--- src/rtl/inst_queue_pkg.sv ---
`default_nettype none
// ============================================================================
// Module      : inst_queue_pkg
// Description : Shared widths and queue entry type for the instruction queue.
// Revision    : 1.0 - initial release
// ============================================================================
package inst_queue_pkg;

  localparam int DATA_WIDTH        = 32;
  localparam int INSTRUCTION_WIDTH = 32;

  typedef struct packed {
    logic [DATA_WIDTH-1:0]        pc;
    logic [INSTRUCTION_WIDTH-1:0] inst;
  } iq_entry_t;

  localparam int ENTRY_WIDTH = $bits(iq_entry_t);

endpackage : inst_queue_pkg
`default_nettype wire

--- src/rtl/inst_queue.sv ---
`default_nettype none
// ============================================================================
// Module      : inst_queue
// Description : Fetch-to-decode instruction FIFO with first-word fall-through.
//               Define INST_QUEUE_BYPASS_EN for same-cycle bypass when empty.
// Revision    : 1.0 - initial release
// ============================================================================
module inst_queue
  import inst_queue_pkg::*;
#(
  parameter int DEPTH    = 16,
  parameter int AFULL_TH = 2
) (
  input  logic                         clk,
  input  logic                         rst,
  input  logic                         ena,
  input  logic                         flush,
  input  logic                         in_valid,
  input  logic [DATA_WIDTH-1:0]        in_pc,
  input  logic [INSTRUCTION_WIDTH-1:0] in_inst,
  output logic                         full,
  output logic                         almost_full,
  input  logic                         out_ready,
  output logic                         out_valid,
  output logic [DATA_WIDTH-1:0]        out_pc,
  output logic [INSTRUCTION_WIDTH-1:0] out_inst,
  output logic [$clog2(DEPTH):0]       count
);

  localparam int                 c_PTR_W     = $clog2(DEPTH);
  localparam int                 c_CNT_W     = c_PTR_W + 1;
  localparam logic [c_CNT_W-1:0] c_DEPTH_CNT = c_CNT_W'(DEPTH);
  localparam logic [31:0]        c_AFULL_TH  = 32'(AFULL_TH);

  iq_entry_t            r_mem [DEPTH];
  logic [c_PTR_W-1:0]   r_head;
  logic [c_PTR_W-1:0]   r_tail;
  logic [c_CNT_W-1:0]   r_count;

  logic                 w_active;
  logic                 w_empty;
  logic                 w_push;
  logic                 w_pop;
  logic [c_CNT_W-1:0]   w_free;
  iq_entry_t            w_head_entry;

  assign w_active     = ena && !flush;
  assign w_empty      = (r_count == '0);
  assign w_head_entry = r_mem[r_head];
  assign w_free       = c_DEPTH_CNT - r_count;

  // Status flags depend only on the registered count, never on this cycle's traffic.
  assign full        = (r_count == c_DEPTH_CNT);
  assign almost_full = (32'(w_free) <= c_AFULL_TH);
  assign count       = r_count;

`ifdef INST_QUEUE_BYPASS_EN
  logic w_bypass;

  assign w_bypass  = w_active && in_valid && w_empty;
  assign out_valid = !w_empty || w_bypass;
  assign out_pc    = w_empty ? in_pc   : w_head_entry.pc;
  assign out_inst  = w_empty ? in_inst : w_head_entry.inst;
  assign w_pop     = w_active && !w_empty && out_ready;
  // A bypassed word taken by the decoder this cycle never occupies an entry.
  assign w_push    = w_active && in_valid && !full && !(w_bypass && out_ready);
`else
  assign out_valid = !w_empty;
  assign out_pc    = w_head_entry.pc;
  assign out_inst  = w_head_entry.inst;
  assign w_pop     = w_active && out_valid && out_ready;
  assign w_push    = w_active && in_valid && !full;
`endif

  always_ff @(posedge clk or posedge rst) begin
    if (rst) begin
      r_head  <= '0;
      r_tail  <= '0;
      r_count <= '0;
    end else if (ena) begin
      if (flush) begin
        r_head  <= '0;
        r_tail  <= '0;
        r_count <= '0;
      end else begin
        if (w_push) begin
          r_tail <= r_tail + c_PTR_W'(1);
        end
        if (w_pop) begin
          r_head <= r_head + c_PTR_W'(1);
        end
        if (w_push && !w_pop) begin
          r_count <= r_count + c_CNT_W'(1);
        end else if (w_pop && !w_push) begin
          r_count <= r_count - c_CNT_W'(1);
        end
      end
    end
  end

  // Storage carries no reset; validity is tracked solely by the pointers and count.
  always_ff @(posedge clk) begin
    if (w_push) begin
      r_mem[r_tail] <= '{pc: in_pc, inst: in_inst};
    end
  end

endmodule : inst_queue
`default_nettype wire

--- config.mk ---
export PLATFORM = sky130hd
export DESIGN_NAME = inst_queue
export DESIGN_NICKNAME = d
export VERILOG_FILES = /design/src/rtl/inst_queue_pkg.sv /design/src/rtl/inst_queue.sv
export SDC_FILE = /design/constraint.sdc
export NUM_CORES = 1
export LEC_CHECK = 0
export ABC_AREA = 1
export BUFFER_PORTS_ARGS = -buffer_cell sky130_fd_sc_hd__buf_2
export CORE_UTILIZATION = 30
export CTS_BUF_LIST = sky130_fd_sc_hd__clkbuf_4
export CTS_CLUSTER_SIZE = 25
export DETAILED_ROUTE_END_ITERATION = 8
export GPL_TIMING_DRIVEN = 0
export PLACE_DENSITY = 0.45
export SYNTH_ARGS = -nofsm -noshare
export SYNTH_HDL_FRONTEND = slang
export SYNTH_SLANG_ARGS = --single-unit
--- constraint.sdc ---
create_clock -name clk -period 4.5 [get_ports clk]
set_input_delay 0 -clock clk [delete_from_list [all_inputs] [get_ports clk]]
set_output_delay 0 -clock clk [all_outputs]
set_load 0.05 [all_outputs]
==> impl_metrics.ini <==
[outcome]
status = finished clean

[logic_synthesis]
syn_nets = 3451
seq_area_frac_synth = 0.728
avgSynthCellArea_sq_um = 12.7
syn_area_sq_um = 42700
ys_ff_latch = 1037
yosysWarnings = 0
synthDistinctLibCells = 23
synthCells = 3367

[clocking]
worstSkewPairLatency_ns = 1.23
cts_sinks = 1037
cts_buffers = 306
htree_levels = 5
clk_path_buf_depth = 4
clk_pin_slew_ns = 0.06
cts_tree = yes
cts-root-buf = clkbuf_4

[sta]
worst_clock_skew_ns = 0.0778
grt_setup_unrepaired = no
worst_pin_slew_ns = 1.42
finalHoldViolations = 0
max_slew_margin = 0.0542
timing.final.crit_period_ns = 4.19
slew_viol_final = 0
finalSetupTns_ns = 0
setup_violations = 0
whs_ns = 0.146
finalCritPeriodShare = 0.931
fmax_mhz = 239

[routing]
routed_wirelength_mm = 135
vias_per_cell = 4.69
dr_total_vias = 28600
drc = 0
ant_nets = 0
wire_per_inst_um = 22.2
drtIter0Drc = 2017
first_pass_iters = 6

[pwr]
clkPwrFrac = 0.290
seq_power_share = 0.361
switching_share = 0.391
peakVddDrop_v = 0.000430
p_per_area_nw_per_um2 = 579
p_comb_frac = 0.348
intPower_w = 0.0183
p_switching_w = 0.0118
leakagePower_nw = 19.2
finalPower_w = 0.0301

[critical_path]
start_kind = flip-flop
endpoint_kind = output pin
crit_slowest_cell = clkbuf_1
cp.arrival_ns = 4.19
cp.required_ns = 4.50
crit_type = reg -> out
cpMostUsedCell = buf_2
cp_cell_sequence = buf_2 > inv_1 > buf_2 > clkbuf_1 > nand3_1 > nand3_1 > nand2_1 > buf_2
cp_max_fo = 10
cpPeakStageDelay_ns = 0.79

[die]
ios = 142
start_util = 0.302
rows = 138
core_sq_um = 141000
die_y_um = 379
dieArea_sq_um = 144000
dieWidth_um = 379

[placement]
port_buffers = 141
gp_congestion = 0.759
post-place-cells = 5444
hpwl_mm = 88.6
placed_cell_area_sq_um = 46900

[final_layout]
nFillCells = 14000
fin_nets = 4091
fin_cells = 6089
seqCellArea_sq_um = 31100
synthToLayoutAreaGrowth_pct = 21.9
final_area_sq_um = 52000
layout-drive-gt1-share = 0.194
multiInputGateArea_sq_um = 8390

[global_route]
grt_max_degree = 27
use_met3 = 0.0435
grt_pass1_wl_mm = 195
use_met1 = 0.244
globalRouteMet2Util = 0.309
first_global_vias = 28500
grt_usage = 0.189
antenna_found_initial = 8
top_usage_layer = met2
grt_remaining_overflow = 0

[worst_hold_path]
hp-class = in -> reg

[run]
cap_viol_max_count = 0
## registers in the layout (all words and copies together) (netlist names)
signal / count
r_head: 4
r_mem: 1024
r_tail: 4
count: 5
## synth_stat cells
cell type / number / share of area
clkbuf_1: 53 / 0.0047
buf_4: 17 / 0.0030
nor3_1: 1 / 0.00012
clkinv_1: 1 / 0.000088
buf_6: 50 / 0.013
nor2_1: 24 / 0.0021
dfrtp_1: 13 / 0.0076
inv_1: 530 / 0.047
a31oi_1: 2 / 0.00029
o211ai_1: 299 / 0.053
buf_2: 66 / 0.0077
nand4_1: 4 / 0.00059
edfxtp_1: 1024 / 0.72
or2_2: 1 / 0.00015
o21ai_0: 219 / 0.026
a21oi_1: 221 / 0.026
buf_1: 28 / 0.0025
nand3_1: 394 / 0.046
fa_1: 1 / 0.00047
nand2_1: 404 / 0.036
xor2_1: 1 / 0.00021
ha_1: 13 / 0.0038
o21ai_2: 1 / 0.00021
## power groups by stage
stage          combinational, W  clock (W)  sequential [W]
6_report                 0.0105    0.00874          0.0109
2_1_floorplan           0.00646          0          0.0112
3_5_place_dp             0.0105          0          0.0111
5_1_grt                  0.0114    0.00951          0.0109
4_1_cts                  0.0107    0.00901          0.0109
3_3_place_gp             0.0104          0          0.0111
## area by class of cell
class,count,share of cell area
buffer,214,0.0255
sequential,1037,0.598
multi-input combinational,1585,0.161
tap,1890,0.0455
clock inverter,34,0.00402
timing repair buffer,332,0.0608
clock buffer,462,0.0667
inverter,531,0.0383
antenna,4,0.000192
## cells in the final DEF (no fill, tap or decap)
cell / instances
bufinv_16: 3
buf_6: 50
or2_2: 1
nand2_1: 404
clkbuf_1: 51
dlygate4sd3_1: 145
clkbuf_2: 2
nor2_1: 8
nor2_4: 16
ha_1: 13
o21ai_2: 1
o211ai_1: 299
dfrtp_1: 13
diode_2: 4
inv_1: 530
nand4_1: 4
a21oi_1: 221
inv_2: 6
clkbuf_4: 462
o21ai_0: 219
clkinv_2: 2
clkinv_1: 24
a31oi_1: 2
edfxtp_1: 1024
buf_1: 28
buf_2: 207
fa_1: 1
nand3_1: 394
buf_16: 11
buf_4: 17
xor2_1: 1
buf_12: 35
nor3_1: 1
## critical path, delay by kind of cell, from the launching register on
family | cells | cell delay (ns)
buffers and inverters | 5 | 1.97
AND/OR/NAND/NOR | 3 | 0.63
flip-flops | 1 | 0.40
## path summary, 6_finish.rpt
| path | to | cells past startpoint | startpoint | slack, ns |
|---|---|---|---|---|
| max | out_pc[26] | 8 | r_head[2] | 0.31 |
| min | count[4] | 8 | flush | 0.15 |
| max reg2reg | count[2] | 16 | count[0] | 0.53 |
| min reg2reg | count[0] | 2 | count[0] | 0.59 |
| max in group asynchronous | count[4] | 5 | rst | 3.36 |
| min in group asynchronous | r_tail[2] | 5 | rst | 0.63 |
## logic make-up after synthesis
group	after synthesis	share of synthesized area
compound gates	742	0.105
xor+xnor	1	0.000205
fa+ha+maj	14	0.00428
buf+inv	745	0.0778
flops	1037	0.728
simple gates	828	0.0847
## stage by stage
stage | setup slack, ns | util
after floorplan | -0.952 | -
after global placement | -4.06 | 0.323
after detailed placement | 0.991 | 0.331
after CTS | 0.144 | 0.368
after global routing | 0.128 | 0.368
final | 0.309 | 0.368
## what timing repair did
| item | 4_1_cts | 5_1_grt |
|---|---|---|
| setup buffers | 0 | 0 |
| endpoints found under the setup margin | 7 | 0 |
| resized for setup | 1 | 0 |
| hold buffers | 145 | 0 |
| endpoints found under the hold margin | 1633 | 0 |
## layer usage
layer / share of wire / up-vias
met5: 0.00021 / -
met4: 0.027 / 4
met1: 0.43 / 14000
li1: - / 13500
met3: 0.060 / 229
met2: 0.48 / 868
Power figures use the tool's default switching activity.
